==> src/rtl/lcd_value_display.sv <==
// lcd_value_display: HD44780 power-up init plus CLEAR/DISPLAY of a signed 16-bit value as sign and 5 digits.
module lcd_value_display #(
  parameter int PWRUP_CYCLES = 750000,
  parameter int E_PULSE      = 25,
  parameter int CMD_WAIT     = 2000,
  parameter int CLR_WAIT     = 82000
) (
  input  logic        clk,
  input  logic        reset,
  input  logic        req,
  input  logic [1:0]  op,
  input  logic [15:0] value,
  output logic        busy,
  output logic        done,
  output logic        lcd_done,
  output logic [7:0]  lcd_data_bus,
  output logic        lcd_rs,
  output logic        lcd_rw,
  output logic        lcd_e
);
  typedef enum logic [2:0] {PWRUP, INIT, IDLE, CONVERT, SEND, DONE} state_t;
  localparam int MAX_W   = CLR_WAIT > CMD_WAIT ? CLR_WAIT : CMD_WAIT;
  localparam int MAX_B   = E_PULSE + MAX_W > 16 ? E_PULSE + MAX_W : 16;
  localparam int MAX_CNT = PWRUP_CYCLES > MAX_B ? PWRUP_CYCLES : MAX_B;
  localparam int CW      = $clog2(MAX_CNT + 1);
  localparam logic [CW-1:0] PW_LAST   = CW'(PWRUP_CYCLES - 1);
  localparam logic [CW-1:0] E_LAST    = CW'(E_PULSE);
  localparam logic [CW-1:0] CMD_LAST  = CW'(E_PULSE + CMD_WAIT);
  localparam logic [CW-1:0] CLR_LAST  = CW'(E_PULSE + CLR_WAIT);
  localparam logic [CW-1:0] CONV_LAST = CW'(16);

  state_t        state_q, state_d;
  logic [CW-1:0] cnt_q, cnt_d;
  logic [2:0]    idx_q, idx_d;
  logic [1:0]    op_q, op_d;
  logic          sign_q, sign_d;
  logic [16:0]   mag_q, mag_d;
  logic [19:0]   bcd_q, bcd_d, bcd_adj;
  logic [7:0]    data_q, data_d;
  logic          rs_q, rs_d;
  logic          e_q, e_d;
  logic          lcd_done_q, lcd_done_d;
  logic [2:0]    nidx;
  logic [3:0]    dig;
  logic [7:0]    init_byte, char_byte;
  logic          byte_end;

  always_ff @(posedge clk or posedge reset) begin
    if (reset) begin
      state_q    <= PWRUP;
      cnt_q      <= '0;
      idx_q      <= '0;
      op_q       <= '0;
      sign_q     <= 1'b0;
      mag_q      <= '0;
      bcd_q      <= '0;
      data_q     <= '0;
      rs_q       <= 1'b0;
      e_q        <= 1'b0;
      lcd_done_q <= 1'b0;
    end else begin
      state_q    <= state_d;
      cnt_q      <= cnt_d;
      idx_q      <= idx_d;
      op_q       <= op_d;
      sign_q     <= sign_d;
      mag_q      <= mag_d;
      bcd_q      <= bcd_d;
      data_q     <= data_d;
      rs_q       <= rs_d;
      e_q        <= e_d;
      lcd_done_q <= lcd_done_d;
    end
  end

  for (genvar i = 0; i < 5; i++) begin : g_adj
    assign bcd_adj[4*i +: 4] = bcd_q[4*i +: 4] > 4'd4 ? bcd_q[4*i +: 4] + 4'd3 : bcd_q[4*i +: 4];
  end

  // nidx selects the byte that follows the current one within INIT or SEND
  assign nidx      = idx_q + 3'd1;
  assign byte_end  = cnt_q == ((!rs_q && data_q == 8'h01) ? CLR_LAST : CMD_LAST);
  assign init_byte = nidx == 3'd1 ? 8'h0C : nidx == 3'd2 ? 8'h01 : 8'h06;
  assign dig       = nidx == 3'd2 ? bcd_q[19:16] : nidx == 3'd3 ? bcd_q[15:12] :
                     nidx == 3'd4 ? bcd_q[11:8]  : nidx == 3'd5 ? bcd_q[7:4] : bcd_q[3:0];
  assign char_byte = nidx == 3'd1 ? (sign_q ? 8'h2D : 8'h2B) : {4'h3, dig};

  always_comb begin
    state_d    = state_q;
    cnt_d      = cnt_q + CW'(1);
    idx_d      = idx_q;
    op_d       = op_q;
    sign_d     = sign_q;
    mag_d      = mag_q;
    bcd_d      = bcd_q;
    data_d     = data_q;
    rs_d       = rs_q;
    lcd_done_d = lcd_done_q;
    case (state_q)
      PWRUP: if (cnt_q == PW_LAST) begin
        state_d = INIT;
        cnt_d   = '0;
        idx_d   = '0;
        data_d  = 8'h38;
        rs_d    = 1'b0;
      end
      INIT: if (byte_end) begin
        cnt_d = '0;
        if (idx_q == 3'd3) begin
          state_d    = IDLE;
          lcd_done_d = 1'b1;
        end else begin
          idx_d  = nidx;
          data_d = init_byte;
        end
      end
      IDLE: begin
        cnt_d = '0;
        if (req) begin
          op_d    = op;
          sign_d  = value[15];
          mag_d   = value[15] ? 17'd0 - {1'b1, value} : {1'b0, value};
          bcd_d   = '0;
          idx_d   = '0;
          state_d = op == 2'd3 ? DONE : op == 2'd2 ? SEND : CONVERT;
          if (op == 2'd2) begin
            data_d = 8'h01;
            rs_d   = 1'b0;
          end
        end
      end
      CONVERT: begin
        bcd_d = 20'({bcd_adj, mag_q[16]});
        mag_d = {mag_q[15:0], 1'b0};
        if (cnt_q == CONV_LAST) begin
          state_d = SEND;
          cnt_d   = '0;
          idx_d   = '0;
          data_d  = op_q[0] ? 8'hC0 : 8'h80;
          rs_d    = 1'b0;
        end
      end
      SEND: if (byte_end) begin
        cnt_d = '0;
        if (op_q[1] || idx_q == 3'd6) begin
          state_d = DONE;
        end else begin
          idx_d  = nidx;
          data_d = char_byte;
          rs_d   = 1'b1;
        end
      end
      default: begin
        cnt_d   = '0;
        state_d = IDLE;
      end
    endcase
    // E is registered from the next counter value so it is glitch-free at the pin
    e_d = (state_d == INIT || state_d == SEND) && cnt_d != '0 && cnt_d <= E_LAST;
  end

  always_comb begin
    busy = !(state_q == IDLE || state_q == DONE);
    done = state_q == DONE;
  end

  assign lcd_done     = lcd_done_q;
  assign lcd_data_bus = data_q;
  assign lcd_rs       = rs_q;
  assign lcd_rw       = 1'b0;
  assign lcd_e        = e_q;
endmodule

==> config.mk <==
export PLATFORM = sky130hd
export DESIGN_NAME = lcd_value_display
export DESIGN_NICKNAME = d
export VERILOG_FILES = /design/src/rtl/lcd_value_display.sv
export SDC_FILE = /design/constraint.sdc
export NUM_CORES = 1
export LEC_CHECK = 0
export BUFFER_PORTS_ARGS = -buffer_cell sky130_fd_sc_hd__buf_4
export CELL_PAD_IN_SITES_DETAIL_PLACEMENT = 1
export CELL_PAD_IN_SITES_GLOBAL_PLACEMENT = 1
export CORE_UTILIZATION = 42
export CTS_CLUSTER_SIZE = 40
export DETAILED_ROUTE_END_ITERATION = 7
export GPL_TIMING_DRIVEN = 0
export PLACE_DENSITY_LB_ADDON = 0.15
export SYNTH_ARGS = -nofsm -noshare
export SYNTH_HDL_FRONTEND = slang
export SYNTH_SLANG_ARGS = --single-unit
==> constraint.sdc <==
create_clock -name clk -period 2.5 [get_ports clk]
set_input_delay 0.125 -clock clk [delete_from_list [all_inputs] [get_ports clk]]
set_output_delay 0.125 -clock clk [all_outputs]
set_load 0.01 [all_outputs]
==> impl_metrics.yaml, run 1 <==
min_path:
  min_path_type: "in -> reg"
  whs_endpoint: "op_q[0]"
  hold_depth: 2
  hold_path_startpoint: "op[0]"
final_layout:
  layout-drive-gt1-share: 0.190
  final_area_mm2: 0.00579
  utilization: 0.527
  areaGrowthSynthToFinish_pct: 20.3
  layoutNonFillerInstCount: 751
  fin_nets: 641
  antenna_cells: 0
clocking:
  htreeDepth: 3
  cts.clk_slew.worst_paths_ns: 0.07
  numCtsBuffers: 9
  cts_sinks: 77
  clockRootBuffer: "clkbuf_16"
  clock_path_buffers: 2
  clock_latency_ns: 0.35
  cts_tree: "built"
timing:
  slew_violations: 0
  tightest_slew_ns: 0.643
  rsz0062_at_grt: "yes"
  fin_crit_ns: 2.53
  fin_ws_ns: -0.0283
  finalSetupViolations: 4
  fin_crit_sh: 1.01
  report.final.hold_viol_count: 0
  max_freq_mhz: 396
  skew_ns: 0.00810
  tns_ns: -0.101
  timing.slew.headroom: 0.568
power_and_ir_drop:
  switchingPower_mw: 0.636
  power_density_mw_per_mm2: 468
  peakVddDrop_uv: 272
  seqPwrFrac: 0.460
  p_comb_frac: 0.042
  clkPwrFrac: 0.498
  swShare: 0.235
  p_int_mw: 2.07
  p_leak_nw: 2.60
status:
  status: "finished, violations left"
  violations: "negative setup slack"
die:
  core-area_mm2: 0.0110
  die-area_mm2: 0.0119
  fp.dieW_um: 109
  die_y_um: 109
  rows: 38
  initial_core_util: 0.438
  ioPinCount: 35
setup_path:
  worst_setup_path_start_kind: "register"
  crit_type: "reg -> reg"
  r2r_slack_ns: -0.03
  r2r_start: "cnt_q[8]"
  arrival_ns: 2.77
  timing.rr.end: "lcd_data_bus[1]"
  endpoint_kind: "register"
  cp_max_fo: 8
  required_ns: 2.74
  rr_worst_depth: 9
synth:
  ys_seq_elements: 77
  async_reset_ff_frac: 1.00
  syn_avg_cell_area_um2: 8.67
  synth_area_leaders: "dfrtp_1 40%, xnor2_1 6.2%, o21ai_0 4.4%, nand2_1 4.0%, nor2_1 4.0%"
  yosysWarnings: 0
  syn_inst: 555
  syn_area_mm2: 0.00481
  synth_area_leader_cell: "dfrtp_1"
  synth-edff-count: 0
  synth_seq_area_share: 0.400
  ys.flop_type: "dfrtp_1"
  yosys.area.top_type_share: 0.400
  synth_cell_types: 56
  syn_nets: 590
global_route:
  grt_pass1_wl_um: 23300
  grt_max_degree: 54
  grt-ovfl-total: 0
  grt_pass1_vias: 4573
  grt_use_total: 0.254
  antenna_found_initial: 0
drt:
  wirelength_um: 13700
  drtAntennaViolNets: 0
  vias: 4382
  viasPerCell: 5.83
  firstDrtPassIters: 4
  drt_iter0_drc: 151
  drc: 0
  wl_per_cell_um: 18.2
placed_design:
  preCtsSetupSlack_ns: -0.349
  hpwl_um: 9800
  gp_congestion: 0.818
  port_buffers: 32
  placed_cells: 728
  placed_cell_area_mm2: 0.00526
job:
  max_cap_violations: 0
==> layout make-up <==
type | count | area, um2
sequential | 77 | 1930
fill | 1289 | 5190
tap | 140 | 175
timing repair buffer | 48 | 383
buffer | 32 | 170
clock inverter | 7 | 76.3
multi-input combinational | 406 | 2710
clock buffer | 9 | 225
inverter | 32 | 123
==> how the worst max path moves through the flow <==
| stage | slack (ns) | startpoint | endpoint | cells past startpoint |
|---|---|---|---|---|
| after floorplan | 0.03 | idx_q[0] | lcd_data_bus[2] | 11 |
| after global placement | -0.67 | reset | lcd_data_bus[4] | 2 |
| after detailed placement | -0.35 | idx_q[0] | lcd_data_bus[2] | 11 |
| after CTS | -0.003 | cnt_q[10] | lcd_data_bus[1] | 10 |
| after global routing | -0.13 | cnt_q[9] | lcd_data_bus[3] | 11 |
| final | -0.03 | cnt_q[8] | lcd_data_bus[1] | 9 |
==> critical path: stages (launching register included) <==
cell and delay [ns]:
dfrtp_2 0.43, nand3_2 0.09, or4b_1 0.54, mux2i_2 0.19
and4_1 0.23, buf_6 0.15, nand2_4 0.05, a211o_1 0.30
buf_6 0.15, mux2_4 0.29
==> state kept, by name, summed over array words and instances, names as in the netlist <==
register,flops
op_q,2
lcd_rs,1
lcd_data_bus,8
cnt_q,20
lcd_done,1
idx_q,3
mag_q,17
bcd_q,20
state_q,3
lcd_e,1
sign_q,1
==> logic make-up (layout without fill, tap and decap cells) <==
family	after synthesis	in the layout	share of synthesized area
multiplexers	21	21	0.0497
other	1	1	0.000779
AND/OR/NAND/NOR	183	183	0.182
AO/OA/AOI/OAI	145	145	0.189
adder cells (fa/ha/maj)	14	14	0.0364
XOR/XNOR	42	42	0.0764
buffers and inverters	72	128	0.0647
flip-flops	77	77	0.400
==> stage by stage <==
stage	total power, mW	hold WS (ns)
after CTS	2.74	0.00632
after detailed placement	1.38	0.136
final	2.71	0.0173
after global placement	1.38	0.366
after global routing	2.80	0.0191
after floorplan	1.33	0.258
==> per-layer routing <==
metal / up-vias / GRT usage / part of all wire
li1: 2083 / - / -
met1: 2212 / 0.324 / 0.46
met2: 66 / 0.430 / 0.50
met3: 21 / 0.0377 / 0.026
met4: 0 / 0.100 / 0.021
met5: - / 0 / 0
==> power groups by stage <==
stage / sequential (mW) / combinational [mW] / clock, mW
2_1_floorplan: 1.27 / 0.0593 / 0
3_3_place_gp: 1.27 / 0.107 / 0
3_5_place_dp: 1.27 / 0.114 / 0
4_1_cts: 1.25 / 0.116 / 1.38
5_1_grt: 1.24 / 0.127 / 1.43
6_report: 1.25 / 0.114 / 1.35
==> synthesized netlist by cell type, types with 7 or more instances <==
library cell and instances:
dfrtp_1 77, nand2_1 51, nor2_1 51, o21ai_0 42
xnor2_1 34, inv_1 31, a21oi_1 30, clkbuf_1 27
o22ai_1 23, nor3_1 22, ha_1 14, nand3_1 14
mux2i_1 10, o31ai_1 10, nor4_1 9, xor2_1 8
a31oi_1 7, a32o_1 7, mux2_2 7, nand4_1 7
==> cell usage in the layout (no fill, tap or decap), types with 4 or more instances in the layout <==
cell	instances
nand3_1	13
a22o_1	5
nand4_1	7
nor2_1	50
a32o_1	7
o211ai_1	5
o31ai_1	10
mux2i_1	9
a21oi_1	29
nor4_1	5
dfrtp_1	75
nand2_1	51
o22ai_1	23
buf_2	4
nor3_1	19
nor4_4	4
xor2_1	8
mux2_2	7
inv_1	30
mux2_4	4
clkbuf_1	18
xnor2_1	34
a31oi_1	7
nor2b_1	4
o21ai_0	41
buf_4	49
buf_6	4
ha_1	12
clkbuf_16	9
==> repair_timing <==
item / in CTS / in global routing
hold buffers: 1 / 0
endpoints found under the setup margin: 24 / 37
gates resized for setup: 20 / 21
setup buffers: 10 / 5
pin swaps: 6 / 8
hold endpoints to repair: 24 / 0
Note: power is estimated with default switching activity, not from simulation.
==> run 2, diff against run 1 <==
--- a/config.mk
+++ b/config.mk
@@ -14,2 +14,3 @@
 export GPL_TIMING_DRIVEN = 0
+export MAX_ROUTING_LAYER = met4
 export PLACE_DENSITY_LB_ADDON = 0.15
==> constraint.sdc (replaced) <==
create_clock -name clk -period 2.5 [get_ports clk]
set_input_delay 0.375 -clock clk [delete_from_list [all_inputs] [get_ports clk]]
set_output_delay 0.375 -clock clk [all_outputs]
set_load 0.01 [all_outputs]
==> run 2 against run 1 <==
The run still ends with negative setup slack left; worst setup slack worse by 0.0036 ns; clock skew about the same; critical path depth unchanged; highest routed layer unchanged; sequential share of layout area up 0.072 points; count of clock-buffer cells in the layout unchanged; final cell count down 0.27%; clock power about the same; cell area down 0.22%; fmax down 0.14%; critical endpoint unchanged; global-route usage up 0.76 points; non-clock buffer count down 2.
==> impl_metrics.yaml, run 2 (synthesized netlist as in run 1, its figures left out) <==
job:
  max_cap_violations: 0
drt:
  drtAntennaViolNets: 0
  vias: 4397
  met2_length_um: 6670
  viasPerCell: 5.87
  firstDrtPassIters: 4
  wirelength_um: 13800
  drc: 0
  drt_iter0_drc: 165
  wl_per_cell_um: 18.4
  wl_met1_um: 6340
  top_layer: "met4"
  met3_length_um: 415
setup_path:
  cp_max_fo: 8
  crit_type: "reg -> reg"
  rr_worst_depth: 9
  startpoint: "cnt_q[8]"
  required_ns: 2.74
  r2r_start: "cnt_q[8]"
  arrival_ns: 2.77
  worst_setup_path_start_kind: "register"
  endpoint_kind: "register"
final_layout:
  antenna_cells: 0
  top_regs: "bcd_q (20), cnt_q (20), mag_q (17)"
  final_area_mm2: 0.00578
  utilization: 0.526
  layout-drive-gt1-share: 0.189
  final_cell_mix: "75 x dfrtp_1, 51 x nand2_1, 50 x nor2_1, 49 x buf_4, 41 x o21ai_0"
  areaGrowthSynthToFinish_pct: 20.1
  layout_commonest_cell: "dfrtp_1"
  fin_nets: 639
timing:
  finalSetupViolations: 4
  slew_violations: 0
  timing.slew.headroom: 0.543
  fin_crit_sh: 1.01
  whs_ns: 0.00712
  report.final.hold_viol_count: 0
  rsz0062_at_grt: "yes"
  max_freq_mhz: 395
  fin_crit_ns: 2.53
  skew_ns: 0.00811
  tightest_slew_ns: 0.685
  tns_ns: -0.112
  fin_ws_ns: -0.0319
clocking:
  hold_buffers: 0
  numCtsBuffers: 9
  cts_sinks: 77
  cts_tree: "built"
  cts.clk_slew.worst_paths_ns: 0.07
  htreeDepth: 3
  clockRootBuffer: "clkbuf_16"
  clock_latency_ns: 0.35
  clock_path_buffers: 2
power_and_ir_drop:
  power_density_mw_per_mm2: 470
  peakVddDrop_uv: 272
  p_leak_nw: 2.58
global_route:
  grt_use_total: 0.262
  grt_pass1_vias: 4564
  grt-ovfl-total: 0
  grt_pass1_wl_um: 23300
  grt_max_degree: 54
  antenna_found_initial: 0
status:
  status: "finished, violations left"
  violations: "negative setup slack"
die:
  die-area_mm2: 0.0119
  die_y_um: 109
  fp.dieW_um: 109
  rows: 38
  initial_core_util: 0.438
  core-area_mm2: 0.0110
  ioPinCount: 35
min_path:
  min_path_type: "in -> async"
placed_design:
  gp_congestion: 0.830
  port_buffers: 32
  hpwl_um: 9800
  placed_cell_area_mm2: 0.00526
==> run 2: cell types whose count changed in the layout (fill, tap and decap cells not counted) <==
cell,before,now
clkinv_1,1,0
dlygate4sd3_1,1,0
clkbuf_2,3,1
clkinvlp_4,2,3
clkbuf_1,18,19
==> run 2: final timing paths <==
check	to	slack [ns]
worst min-delay path	cnt_q[1]	0.007
worst min register to register	mag_q[6]	0.48
worst max register to register	lcd_data_bus[1]	-0.03
min in group clk	op_q[0]	0.27
max in group asynchronous	lcd_data_bus[6]	1.92
worst max-delay path	lcd_data_bus[1]	-0.03
==> run 2: layout make-up <==
class                   count  area [um2]
well taps                 140         175
plain buffers              31         164
multi-input cells         406        2710
clock buffers               9         225
fillers                  1290        5200
clock inverters             7        76.3
repair buffers             47         373
inverters                  32         126
flip-flops and latches     77        1930
==> run 2: repair_timing <==
item / CTS / global route
setup buffers: 10 / 5
gates resized for setup: 20 / 18
endpoints found under the setup margin: 24 / 38
pin swaps: 6 / 8
gates cloned: 0 / 0
==> run 2: power by group <==
group,internal [mW],leakage [nW],switching [mW]
Sequential,1.25,0.955,0
Clock,0.777,0.142,0.581
Combinational,0.0485,1.49,0.0640
==> run 2: metrics by stage <==
step,power [mW],setup WS (ns),cells
after floorplan,1.33,0.0269,555
after global placement,1.38,-0.920,727
after detailed placement,1.38,-0.349,728
after CTS,2.74,-0.00258,750
after global routing,2.80,-0.128,749
final,2.72,-0.0319,749
==> run 2: routing by layer <==
metal  track usage  up-vias
met5             -        -
met3        0.0377       26
li1              -     2081
met2         0.429       76
met1         0.326     2214
met4         0.100        0
==> run 2: worst max-delay path, stage by stage (launching register included) <==
cell     delay (ns)
dfrtp_2        0.44
nand3_2        0.09
or4b_1         0.54
mux2i_2        0.18
and4_1         0.23
buf_6          0.15
nand2_4        0.05
a211o_1        0.30
buf_6          0.15
mux2_4         0.29
==> run 3, diff against run 2 <==
- CORE_UTILIZATION: 42 -> 43
- CTS_BUF_LIST: default -> sky130_fd_sc_hd__clkbuf_4
==> run 3 against run 2 <==
The flow still finishes with violations (negative setup slack); global-route usage is essentially flat; sequential share of layout area grew 0.81 points; register-to-register slack lost 0.02 ns; final cell count grew 0.53%; sequential power is essentially flat; via count grew 0.36%; hold slack gained 0.15 ns.
==> impl_metrics.yaml, run 3 (synthesized netlist as in run 1, its figures left out) <==
status:
  status: "finished, violations left"
  violations: "negative setup slack"
setup_path:
  timing.rr.end: "lcd_data_bus[3]"
  r2r_start: "cnt_q[9]"
  endpoint: "lcd_data_bus[3]"
  arrival_ns: 2.90
  worst_setup_path_start_kind: "register"
  startpoint: "cnt_q[9]"
  endpoint_kind: "register"
  cp_max_fo: 8
  r2r_slack_ns: -0.05
  rr_worst_depth: 10
  required_ns: 2.85
  crit_type: "reg -> reg"
timing:
  timing.slew.headroom: 0.538
  skew_ns: 0.0136
  slew_violations: 0
  fin_crit_sh: 1.02
  fin_crit_ns: 2.55
  whs_ns: 0.156
  fin_ws_ns: -0.0475
  rsz0062_at_grt: "yes"
  tightest_slew_ns: 0.688
  finalSetupViolations: 5
  report.final.hold_viol_count: 0
  max_freq_mhz: 393
power_and_ir_drop:
  power_density_mw_per_mm2: 381
  peakVddDrop_uv: 194
  clkPwrFrac: 0.367
  seqPwrFrac: 0.579
  p_int_mw: 1.62
  totalPowerFinal_mw: 2.15
  p_leak_nw: 2.51
  p_comb_frac: 0.054
  switchingPower_mw: 0.528
  swShare: 0.245
die:
  die_y_um: 108
  core-area_mm2: 0.0109
  die-area_mm2: 0.0116
  rows: 38
  ioPinCount: 35
  fp.dieW_um: 108
  initial_core_util: 0.442
final_layout:
  final_cell_mix: "74 x dfrtp_1, 51 x nand2_1, 51 x nor2_1, 51 x buf_4, 41 x o21ai_0"
  layoutNonFillerInstCount: 753
  layout_commonest_cell: "dfrtp_1"
  antenna_cells: 0
  top_regs: "bcd_q (20), cnt_q (20), mag_q (17)"
  fin_nets: 644
  areaGrowthSynthToFinish_pct: 17.3
  utilization: 0.518
  layout-drive-gt1-share: 0.189
clocking:
  clock_latency_ns: 0.46
  clock_path_buffers: 2
  cts_sinks: 77
  clockRootBuffer: "clkbuf_4"
  cts_tree: "built"
  numCtsBuffers: 9
  cts.clk_slew.worst_paths_ns: 0.13
  htreeDepth: 3
global_route:
  grt_pass1_vias: 4578
  grt_use_total: 0.261
  antenna_found_initial: 0
  grt-ovfl-total: 0
  grt_max_degree: 64
  grt_pass1_wl_um: 22800
placed_design:
  port_buffers: 32
  preCtsSetupSlack_ns: -0.402
  gp_congestion: 0.841
  placed_cells: 728
  hpwl_um: 10000
drt:
  drtAntennaViolNets: 0
  drc: 0
  vias: 4413
  wl_per_cell_um: 18.6
  viasPerCell: 5.86
  wirelength_um: 14000
  drt_iter0_drc: 149
  firstDrtPassIters: 4
  wl_met1_um: 6280
  met2_length_um: 7080
  met3_length_um: 443
  top_layer: "met4"
job:
  max_cap_violations: 0
min_path:
  min_path_type: "in -> reg"
run 3: cell types whose count changed in the layout (fill, tap and decap cells not counted), sizes merged:
cell         previous run  this run
buf                    58        61
clkbuf                 29        33
clkinv                  4         3
clkinvlp                3         0
dlygate4sd3             0         1
run 3: power by group through the flow:
| stage | combinational, mW | sequential (mW) | clock [mW] |
|---|---|---|---|
| 2_1_floorplan | 0.0593 | 1.27 | 0 |
| 3_3_place_gp | 0.107 | 1.27 | 0 |
| 3_5_place_dp | 0.116 | 1.27 | 0 |
| 4_1_cts | 0.118 | 1.25 | 0.806 |
| 5_1_grt | 0.129 | 1.25 | 0.859 |
| 6_report | 0.116 | 1.25 | 0.790 |
run 3: layout make-up:
| cell class | instances | area, um2 |
|---|---|---|
| Buffer | 31 | 173 |
| Inverter | 32 | 124 |
| Sequential cell | 77 | 1930 |
| Fill cell | 1292 | 5240 |
| Clock buffer | 12 | 90.1 |
| Tap cell | 140 | 175 |
| Clock inverter | 3 | 37.5 |
| Timing Repair Buffer | 52 | 413 |
| Multi-Input combinational cell | 406 | 2700 |
run 3: routing by layer:
metal	track usage	vias up
li1	-	2082
met1	0.321	2234
met2	0.446	79
met3	0.0285	18
met4	0.0900	0
met5	-	-
run 3: how the worst min path moves through the flow:
| stage | depth (start not counted) | start | end |
|---|---|---|---|
| after floorplan | 2 | mag_q[14] | mag_q[14] |
| after global placement | 2 | mag_q[12] | mag_q[12] |
| after detailed placement | 2 | reset | cnt_q[4] |
| after CTS | 2 | value[0] | mag_q[0] |
| after global routing | 2 | value[0] | mag_q[0] |
| final | 2 | value[0] | mag_q[0] |
run 3: repair_timing:
item,in CTS,in global routing
gates cloned,0,0
pin swaps,3,16
buffers inserted,9,9
hold buffers,1,0
resized for setup,21,17
endpoints found under the hold margin,14,0
endpoints found under the setup margin,32,44
run 3: through the flow:
stage	instance area, um2	setup TNS [ns]
floorplan	4810	0
global placement	5230	-75.79
detailed placement	5260	-5.33
CTS	5530	-0.204
global route	5640	-0.856
finish	5640	-0.170
run 3: critical path: stages, from the launching register on:
cell,delay [ns]
dfrtp_1,0.36
buf_6,0.13
nand3_4,0.07
or4b_1,0.52
mux2i_1,0.19
and4_1,0.23
buf_6,0.13
o21ai_2,0.05
a211o_1,0.32
buf_6,0.15
mux2_4,0.29
